### config.mk
export PLATFORM = sky130hd
export DESIGN_NAME = rom_stream_reader
export DESIGN_NICKNAME = d
export VERILOG_FILES = /design/src/rtl/rom_stream_reader.sv
export SDC_FILE = /design/constraint.sdc
export NUM_CORES = 1
export LEC_CHECK = 0
export ABC_AREA = 1
export CORE_MARGIN = 5
export CORE_UTILIZATION = 49
export CTS_CLUSTER_DIAMETER = 80
export CTS_CLUSTER_SIZE = 20
export DETAILED_ROUTE_END_ITERATION = 8
export GPL_TIMING_DRIVEN = 0
export PLACE_DENSITY = 0.76
export SYNTH_ARGS = -nofsm -noshare
export SYNTH_HDL_FRONTEND = slang
export SYNTH_SLANG_ARGS = --single-unit
export TNS_END_PERCENT = 20
### constraint.sdc
create_clock -name clk -period 3.2 [get_ports clk]
set_clock_uncertainty 0.1 [all_clocks]
set_input_delay 0.64 -clock clk [delete_from_list [all_inputs] [get_ports clk]]
set_output_delay 0.64 -clock clk [all_outputs]
set_load 0.02 [all_outputs]
### src/rtl/rom_stream_reader.sv
// rom_stream_reader: reads a burst of ROM words and streams them out over valid/ready
module rom_stream_reader #(
  parameter int AW = 3,
  parameter int DW = 2
) (
  input  logic          clk,
  input  logic          reset,
  input  logic          start,
  input  logic [AW-1:0] base_addr,
  input  logic [AW:0]   count,
  output logic [AW-1:0] addr1,
  input  logic [DW-1:0] rd1,
  output logic [DW-1:0] out_data,
  output logic          out_valid,
  input  logic          out_ready,
  output logic          busy,
  output logic          done
);
  typedef enum logic [1:0] {IDLE, READ, DRAIN, ZERO} state_t;
  state_t        state;
  logic [AW-1:0] ptr;
  logic [AW:0]   rem;
  logic          inflight;
  logic [DW-1:0] buf_mem [2];
  logic          rd_ptr, wr_ptr;
  logic [1:0]    buf_count;
  logic          pop, issue, last_pop;
  logic [2:0]    credit;
  assign addr1     = ptr;
  assign out_valid = buf_count != 2'd0;
  assign out_data  = buf_mem[rd_ptr];
  assign pop       = out_valid && out_ready;
  assign credit    = {1'b0, buf_count} + {2'b0, inflight} - {2'b0, pop};
  assign issue     = state == READ && rem != '0 && credit < 3'd2;
  assign last_pop  = state == DRAIN && buf_count == 2'd1 && !inflight && pop;
  assign busy      = state != IDLE;
  assign done      = last_pop || state == ZERO;
  // burst sequencing, address issue with credit check, and 2-entry capture buffer
  always_ff @(posedge clk) begin
    if (reset) begin
      state      <= IDLE;
      ptr        <= '0;
      rem        <= '0;
      inflight   <= 1'b0;
      buf_mem[0] <= '0;
      buf_mem[1] <= '0;
      rd_ptr     <= 1'b0;
      wr_ptr     <= 1'b0;
      buf_count  <= 2'd0;
    end else begin
      if (state == IDLE && start && count != '0) begin
        state <= READ;
        ptr   <= base_addr;
        rem   <= count;
      end else if (state == IDLE && start) begin
        state <= ZERO;
      end else if (state == ZERO || last_pop) begin
        state <= IDLE;
      end
      if (issue) begin
        ptr <= ptr + 1'b1;
        rem <= rem - 1'b1;
        if (rem == {{AW{1'b0}}, 1'b1}) state <= DRAIN;
      end
      inflight <= issue;
      if (inflight) begin
        buf_mem[wr_ptr] <= rd1;
        wr_ptr          <= ~wr_ptr;
      end
      if (pop) rd_ptr <= ~rd_ptr;
      buf_count <= buf_count + {1'b0, inflight} - {1'b0, pop};
    end
  end
endmodule

======== Yosys cells after proc, flatten, opt, wreduce, memory -nomap -nowiden ========
Memory sizes are Yosys's and may differ from the RTL's. A register that Yosys moved wholly into a read port is not among the register bits.
Cells that the tools add are included.
W data, S select, Z words.
operators by class
  add/sub/neg operators ................... 6
  order comparisons ....................... 1
  equal/unequal tests ..................... 5
  mux-type cells .......................... 19
  bitwise operators ....................... 2
  reductions and logical operators ........ 17
operator list
  kind                   count
  $mux W2                6
  $mux W1                9
  $logic_and A1 B1 Y1    8
  $mux W4                2
  $reduce_bool A4 Y1     2
  $mux W3                2
  $reduce_bool A2 Y1     3
  $eq A2 B1 Y1 const B   2
  $eq A2 B2 Y1 const B   2
  $eq A4 B1 Y1 const B   1
  $sub A4 B1 Y4 const B  1
  $add A2 B1 Y3          1
  $add A3 B1 Y3 const B  1
  $lt A3 B2 Y1 const B   1
  $sub A3 B1 Y3          1
  $add A2 B1 Y2          1
  $logic_not A2 Y1       1
  $not A1 Y1             2
  $reduce_or A2 Y1       1
  $sub A2 B1 Y2          1
  $logic_not A1 Y1       1
  $logic_or A1 B1 Y1     1
storage, ports and cells
  register bits after elaboration ......... 14
  memory bits (writable) .................. 4
  input port bits ......................... 13
  memories ................................ 1
memory list
  memory   words  width  rd ports  clocked after memory_dff  wr ports  RTL line  RTL
  buf_mem  2      2      1         1                         2         24        logic [DW-1:0] buf_mem [2];

======== Depth between registers and ports, before layout ========
Gate-level depths: netlist (run 1).
  depth in word-level cells ............... 10
  gate-level depth with buffers ........... 16
  gate-level depth less buffers ........... 16

======== Worst setup path after synthesis (run 1) ========
No wires, ideal clock.
  path kind ............................... register -> register
  start point ............................. register buf_count[1]
  end point ............................... register ptr[0] (netlist: addr1[0])
  arrival time ............................ 2.242 ns
  path slack .............................. 0.736 ns
  cell stages (with the launch flop) ...... 16
  buffers on the path ..................... 1
  path through ............................ dfxtp_1 > inv_2 > nand2_1 > nand2_1 > inv_1 > nand2_1 > o21ai_0 > ha_1 > inv_1 > fa_1 > inv_1 > nor2_2 > nand3_4 > buf_8 > o21ai_1 > a21oi_1
between the ends
  cells in the longest elaborated chain, start to end .. 6
  elaborated cells between the ends (all ways) .. 8
  classes of those cells .................. add/sub: 2; order compare: 1; mux: 1; reduce/logical: 4
ends and longest elaborated chain
  what                                                  RTL line  RTL
  from (decl)                                           26        logic [1:0] buf_count;
  from (signal assigned)                                71        buf_count <= buf_count + {1'b0, inflight} - {1'b0, pop};
  $reduce_bool A2 Y1 *                                  30        assign out_valid = buf_count != 2'd0;
  via out_valid                                         14        output logic out_valid,
  $logic_and A1 B1 Y1 *                                 32        assign pop = out_valid && out_ready;
  $sub A3 B1 Y3 *                                       33        assign credit = {1'b0, buf_count} + {2'b0, inflight} - {2'b0, pop};
  $lt A3 B2 Y1 *                                        34        assign issue = state == READ && rem != '0 && credit < 3'd2;
  $logic_and A1 B1 Y1 *                                 34
  $mux W3 / $reduce_bool A2 Y1 (equally long branches)  n/a
  to (signal assigned)                                  53        ptr <= base_addr;
  to (signal assigned)                                  61        ptr <= ptr + 1'b1;
  to (decl)                                             21        logic [AW-1:0] ptr;
Mark *: on every way through the listed nets, which the timed path passes. The rest lies on a longest branch.
A chain may end at the register's enable or synchronous reset.

======== Final worst setup path (run 1) ========
  start point ............................. input port out_ready
  end point ............................... register rem[0]
between the ends
  cells in the longest elaborated chain, start to end .. 5
  elaborated cells between the ends (all ways) .. 6
  classes of those cells .................. add/sub: 1; order compare: 1; mux: 1; reduce/logical: 3
ends and longest elaborated chain
  what                                                  RTL line  RTL
  from (decl)                                           15        input logic out_ready,
  $logic_and A1 B1 Y1 *                                 32
  $sub A3 B1 Y3 *                                       33
  $lt A3 B2 Y1 *                                        34
  $logic_and A1 B1 Y1 *                                 34
  $mux W4 / $reduce_bool A2 Y1 (equally long branches)  n/a
  to (signal assigned)                                  54        rem <= count;
  to (signal assigned)                                  62        rem <= rem - 1'b1;
  to (decl)                                             22        logic [AW:0] rem;
Every way passes the cells marked *; elsewhere a longest branch is shown, timed or not.

==> results of run 1 <==
## layout make-up
| cell class | count | area, sq um | share of cell area |
|---|---|---|---|
| Multi-Input combinational cell | 102 | 558 | 0.418 |
| Sequential cell | 19 | 420 | 0.315 |
| Timing Repair Buffer | 19 | 190 | 0.143 |
| Inverter | 22 | 82.6 | 0.0619 |
| Tap cell | 28 | 35.0 | 0.0263 |
| Clock buffer | 3 | 22.5 | 0.0169 |
| Buffer | 2 | 20.0 | 0.0150 |
| Clock inverter | 1 | 5.00 | 0.00375 |
## sequential cells by signal, summed over array words and instances (netlist names), named ones only
name	cells
buf_mem	4
rem	4
addr1	3
buf_count	2
state	2
inflight	1
rd_ptr	1
wr_ptr	1
## per-stage QoR
step	hold WS [ns]	util	worst slack, ns	instance area, sq um	total power [mW]
floorplan	0.326	-	0.736	1080	0.796
global placement	0.337	0.608	0.111	1310	0.942
detailed placement	0.359	0.608	0.0202	1310	0.970
CTS	0.383	0.621	0.336	1330	1.10
global route	0.398	0.621	0.129	1330	1.19
finish	0.381	0.621	0.317	1330	1.09
## cell families after synthesis
group	after synthesis	synth area share
AOI/OAI and AO/OA	19	0.0891
DFF	19	0.389
xor gates and xnor gates	2	0.0162
buffers and inverters	24	0.0949
and+or+nand+nor	73	0.314
muxes	2	0.0208
adders and majority gates	6	0.0764
## worst max-delay path, delay by kind of cell
kind / cells / cell delay (ns)
fa+ha+maj: 2 / 0.70
simple gates: 4 / 0.48
compound gates: 3 / 0.28
buf+inv: 5 / 0.88
## layer usage
layer  vias to the layer above  routed length [um]  track usage
li1                        512                   -            -
met1                       456                 990        0.169
met2                        22                1190        0.271
met3                         0                  87       0.0452
met4                         0                   0       0.0364
met5                         -                   0            0
## path summary, 6_finish.rpt
kind,slack [ns],to,cells after the start
setup / recovery,0.32,rem[0],14
hold / removal,0.38,rd_ptr,1
setup reg to reg,0.55,rem[0],15
hold reg to reg,0.38,rd_ptr,1
## cells in the final DEF (no fill, tap or decap)
master and count:
sky130_fd_sc_hd__nand2_1 35, sky130_fd_sc_hd__inv_1 20, sky130_fd_sc_hd__clkdlybuf4s50_1 19, sky130_fd_sc_hd__nand3_1 15, sky130_fd_sc_hd__dfxtp_1 15, sky130_fd_sc_hd__nor2_1 11
sky130_fd_sc_hd__a21oi_1 11, sky130_fd_sc_hd__ha_1 5, sky130_fd_sc_hd__o21ai_0 4, sky130_fd_sc_hd__edfxtp_1 4, sky130_fd_sc_hd__nand2_2 3, sky130_fd_sc_hd__nor2_2 3
sky130_fd_sc_hd__nand4_1 3, sky130_fd_sc_hd__o21ai_1 3, sky130_fd_sc_hd__clkbuf_4 3, sky130_fd_sc_hd__inv_2 2, sky130_fd_sc_hd__mux2_2 2, sky130_fd_sc_hd__xnor2_1 2
sky130_fd_sc_hd__buf_2 1, sky130_fd_sc_hd__nor2_4 1, sky130_fd_sc_hd__a31oi_1 1, sky130_fd_sc_hd__nand3_4 1, sky130_fd_sc_hd__buf_8 1, sky130_fd_sc_hd__and2_0 1
sky130_fd_sc_hd__fa_1 1, sky130_fd_sc_hd__clkinv_2 1
## report_power, final
group / switching [mW] / internal, mW / leakage, nW / total [mW]
sequential: 0.0545 / 0.311 / 0.164 / 0.365
combinational: 0.352 / 0.246 / 0.424 / 0.598
clock: 0.0765 / 0.0465 / 0.0177 / 0.123
total: 0.484 / 0.603 / 0.606 / 1.09
==> flow_summary.ini, run 1 <==
[status]
run_status = finished, final reports clean

[global_routing]
grt_start_max_net_pins = 12
first_global_vias = 952
grt_antenna_before_repair = 0
global_route.overflow_total = 0
grt.total_usage = 0.149
first_pass_grt_wire_length_um = 3870

[setup_path]
r2r-start = buf_count[1]
critPathLaunch = out_ready
arrival_ns = 2.98
cpMostUsedCell = sky130_fd_sc_hd__inv_1
critPathCaptureType = register
timing.critical_path.cells = clkdlybuf4s50_1 > nand2_1 > inv_1 > nand2_1 > o21ai_0 > ha_1 > inv_1 > fa_1 > inv_1 > nor2_2 > nand3_4 > buf_8 > o21ai_1 > a21oi_1
timing.critical_path.required_ns = 3.30
critical_path_class = in2reg
critical_path.slowest_cell = sky130_fd_sc_hd__fa_1
crit_path_max_fanout = 10
timing.critical_path.from_type = input port
crit_path_max_incr_delay_ns = 0.52

[cts]
post_cts_setup_buffer_count = 0
cts_htree_levels = 1
clock-root-buffer = sky130_fd_sc_hd__clkbuf_4
clock_tree.buffer_depth = 2
number_of_cts_inserted_buffers = 3
worst_skew_pair.late_latency_ns = 0.30
holdBufCountCts = 0
numClockSinks = 19
cts.repair.resized = 0
clk_pin_slew_worst_paths_ns = 0.11
tritoncts = built

[detailed_routing]
detailedRoute.firstPassIterationCount = 4
ant_nets = 0
post_drt_via_cell_ratio = 5.05
routed_wirelength_um = 2260
drt-initial-drc-count = 36
number_of_remaining_drc_errors = 0
avgRoutedWirePerCell_um = 11.6
vias = 990

[timing]
totalNegativeSetupSlack_ns = 0
finalCritPeriodShare = 0.901
timing.final.hold_violations = 0
total_count_of_max_transition_violations_in_the_final_report = 0
worst-slew-pin-transition_ns = 0.258
max_slew_margin = 0.828
grt_setup_unrepaired = no
min_period_ns = 2.88
finalSetupViolCount = 0
max_freq_ghz = 0.347

[synth]
ys.warnings.count = 0
syn_area_sq_um = 1080
synth_top_area_frac = 0.278
synth-edff-count = 4
postSynth.topFlopCell = sky130_fd_sc_hd__dfxtp_1
yosys_register_bits = 19
yosys.cell_count.top_type = sky130_fd_sc_hd__nand2_1
post-synth-top-area-cell = sky130_fd_sc_hd__dfxtp_1
netlist_instances = 145
yosysUniqueCellTypes = 23
average_cell_area_after_synthesis_sq_um = 7.46
ys_top_cells_by_count = 35 x sky130_fd_sc_hd__nand2_1, 20 x sky130_fd_sc_hd__inv_1, 15 x sky130_fd_sc_hd__dfxtp_1, 15 x sky130_fd_sc_hd__nand3_1
async_reset_ff_frac = 0
synth_seq_area_share = 0.389
ys_top_cells_by_area = sky130_fd_sc_hd__dfxtp_1 28%, sky130_fd_sc_hd__nand2_1 12%, sky130_fd_sc_hd__edfxtp_1 11%
syn-num-nets = 164

[finish]
layout_cells_sized_above_1 = 0.107
instances_no_fill = 196
finish.net_count = 188
synthToLayoutAreaGrowth_pct = 23.4
fillerInstances = 196
antenna-diode-count = 0

[floorplanning]
placement_rows = 17
start_util = 0.503
ios = 21
coreArea_sq_um = 2150
die_w_um = 57.0
dieArea_sq_um = 3250
die_height_um = 57.0

[run]
maxCapViolCount = 0

[placement]
post_place_cells = 192
dp.final_hpwl_um = 1800
port-buffer-count = 19
final_replace_weighted_congestion = 0.818

[pwr]
power.density_cell_area_nw_per_um2 = 815
leakagePower_nw = 0.606
vdd_drop_max_v = 0.000471

[hold_path]
worst_hold_path_type = reg2reg
startpoint_of_the_most_critical_hold_path = rd_ptr
Power figures use the tool's default switching activity.
==> run 2, diff against run 1 <==
- ABC_AREA: 1 -> default
- PLACE_DENSITY: 0.76 -> 0.77
==> run 2 against run 1 <==
  * Worst setup slack got worse by 0.16 ns
  * Core utilization rose by 4.3 points
  * First-iteration DRC count fell by 61%
==> flow_summary.ini, run 2 <==
[status]
run_status = finished, final reports clean

[floorplanning]
placement_rows = 16
die_height_um = 55.4
start_util = 0.514
dieArea_sq_um = 3070
die_w_um = 55.4
ios = 21
coreArea_sq_um = 1960

[detailed_routing]
routedLengthMet1_um = 997
routed_wirelength_um = 2240
post_drt_via_cell_ratio = 5.46
topRoutingLayerUsed = met4
detailedRoute.firstPassIterationCount = 4
ant_nets = 0
wl_met3_um = 109
met2RoutedLength_um = 1100
drt-initial-drc-count = 14
vias = 863
number_of_remaining_drc_errors = 0
avgRoutedWirePerCell_um = 14.2

[finish]
instances_no_fill = 158
multiInputGateArea_sq_um = 563
final_util = 0.664
register_area_sq_um = 420
antenna-diode-count = 0
most-common-layout-cells = 19 x sky130_fd_sc_hd__clkdlybuf4s50_1, 15 x sky130_fd_sc_hd__dfxtp_1, 11 x sky130_fd_sc_hd__nor2_1
layout_commonest_cell = sky130_fd_sc_hd__clkdlybuf4s50_1
fillerInstances = 170
synthToLayoutAreaGrowth_pct = 29.2
finish.net_count = 151
layout_cells_sized_above_1 = 0.130

[cts]
cts_htree_levels = 1
clk_pin_slew_worst_paths_ns = 0.11
tritoncts = built
clock-root-buffer = sky130_fd_sc_hd__clkbuf_4
numClockSinks = 19
clock_tree.buffer_depth = 2
worst_skew_pair.late_latency_ns = 0.30
number_of_cts_inserted_buffers = 3

[synth]
synth_seq_area_share = 0.417
yosysUniqueCellTypes = 36
average_cell_area_after_synthesis_sq_um = 9.60
synth_top_area_frac = 0.298
yosys_register_bits = 19
postSynth.topFlopCell = sky130_fd_sc_hd__dfxtp_1
syn_area_sq_um = 1010
synth-edff-count = 4
ys.warnings.count = 0
syn-num-nets = 124
async_reset_ff_frac = 0
ys_top_cells_by_area = sky130_fd_sc_hd__dfxtp_1 30%, sky130_fd_sc_hd__edfxtp_1 12%, sky130_fd_sc_hd__ha_1 6.2%
post-synth-top-area-cell = sky130_fd_sc_hd__dfxtp_1
netlist_instances = 105
ys_top_cells_by_count = 15 x sky130_fd_sc_hd__dfxtp_1, 11 x sky130_fd_sc_hd__nor2_1, 7 x sky130_fd_sc_hd__nand2b_1
yosys.cell_count.top_type = sky130_fd_sc_hd__dfxtp_1

[global_routing]
first_global_vias = 893
grt.total_usage = 0.153
grt_antenna_before_repair = 0
first_pass_grt_wire_length_um = 3760
global_route.overflow_total = 0
grt_start_max_net_pins = 11

[pwr]
cell_internal_pwr_uw = 392
power.density_cell_area_nw_per_um2 = 434
pwr-share-clk = 0.220
p_comb_frac = 0.276
vdd_drop_max_v = 0.000380
power_total_uw = 565
netSwitchingFraction = 0.306
power.sequential.fraction = 0.504
leakagePower_nw = 0.502
net_switching_power_of_the_design_uw = 173

[placement]
post_place_cells = 152
dp.final_hpwl_um = 1630
final_replace_weighted_congestion = 0.773
port-buffer-count = 20
detailedPlace.worstSlack_ns = -0.478

[setup_path]
reg2reg_setup_slack_ns = 0.28
timing.critical_path.from_type = input port
rr_endpoint = rem[2]
timing.critical_path.required_ns = 3.33
crit_path_max_fanout = 10
critical_path_class = in2reg
timing.critical_path.cells = dlygate4sd2_1 > inv_1 > nor3b_2 > a21o_1 > ha_1 > inv_1 > fa_2 > nand3b_1 > or3_1 > buf_6 > or4_1 > o211ai_1
critPathCaptureType = register
critical_path.slowest_cell = sky130_fd_sc_hd__fa_2
timing.reg2reg.worst_path_depth = 10
arrival_ns = 3.17
crit_path_max_incr_delay_ns = 0.58
cpMostUsedCell = sky130_fd_sc_hd__inv_1
r2r-start = buf_count[1]

[timing]
setup_ws_ns = 0.161
timing.final.hold_violations = 0
finalCritPeriodShare = 0.950
min_period_ns = 3.04
grt_setup_unrepaired = no
finalSetupViolCount = 0
max_freq_ghz = 0.329
totalNegativeSetupSlack_ns = 0
max_slew_margin = 0.610
worst-slew-pin-transition_ns = 0.583
total_count_of_max_transition_violations_in_the_final_report = 0

[hold_path]
startpoint_of_the_most_critical_hold_path = wr_ptr
worst_hold_path_type = reg2reg
worst_hold_path.num_cells = 2
min_delay_worst_endpoint = wr_ptr

[run]
maxCapViolCount = 0
==> run 2: changes by cell type after synthesis, sizes merged, moves of 3 or more <==
cell and change:
nand2 -32, inv -17, nand3 -11, a21oi -8
nand2b +7, o21ai -7, nor2 -4, nor3 +3
nor3b +3, o211ai +3
==> run 2: kinds of logic after synthesis <==
group	count (synthesis)	share of synthesized area
AOI/OAI and AO/OA	20	0.149
adders and majority gates	6	0.0819
muxes	2	0.0223
xor gates and xnor gates	2	0.0174
buffers and inverters	8	0.0447
and+or+nand+nor	48	0.268
DFF	19	0.417
==> run 2: worst max path at each step <==
stage	startpoint	to	slack [ns]	cells past startpoint
floorplan	out_ready	rem[2]	0.22	11
global placement	out_ready	rem[2]	-0.41	12
detailed placement	out_ready	rem[2]	-0.48	12
CTS	out_ready	rem[2]	0.17	12
global route	out_ready	rem[2]	0.02	12
finish	out_ready	rem[2]	0.16	12
==> run 2: per-stage QoR <==
stage | cell area, sq um | hold slack [ns]
6_report | 1300 | 0.395
3_5_place_dp | 1240 | 0.381
3_3_place_gp | 1240 | 0.367
2_1_floorplan | 1010 | 0.358
5_1_grt | 1300 | 0.427
4_1_cts | 1300 | 0.396
==> run 2: critical path: cells and delay by family <==
| kind | cells | cell delay [ns] |
|---|---|---|
| adders and majority gates | 2 | 0.71 |
| buffers and inverters | 4 | 0.50 |
| AOI/OAI and AO/OA | 2 | 0.22 |
| and+or+nand+nor | 4 | 1.09 |
==> run 2: final cells by class <==
type                            instances  area share
Inverter                                5      0.0144
Tap cell                               27      0.0259
Clock buffer                            4      0.0202
Buffer                                  3      0.0202
Sequential cell                        19       0.323
Multi-Input combinational cell         78       0.432
Timing Repair Buffer                   22       0.164
==> run 2: power groups by stage <==
stage	Combinational (mW)	Clock [mW]	Sequential [mW]
3_3_place_gp	0.146	0	0.288
2_1_floorplan	0.0903	0	0.292
4_1_cts	0.155	0.128	0.285
6_report	0.156	0.124	0.285
3_5_place_dp	0.150	0	0.290
5_1_grt	0.174	0.136	0.288
==> run 2: timing repair <==
action | CTS | global route
hold buffers | 0 | 0
buffers inserted | 2 | 0
setup endpoints to repair | 5 | 0
resized for setup | 5 | 0
==> run 2: per-layer routing <==
metal,global-route usage,vias up
li1,-,433
met1,0.165,403
met2,0.272,23
met3,0.0443,4
met4,0.0729,0
met5,0,-
==> run 3, diff against run 2 <==
- ABC_AREA: default -> 1
- PLACE_DENSITY: 0.77 -> 0.76
==> results of run 3 <==
Final layout, timing and power as in run 1 (identical DEF).
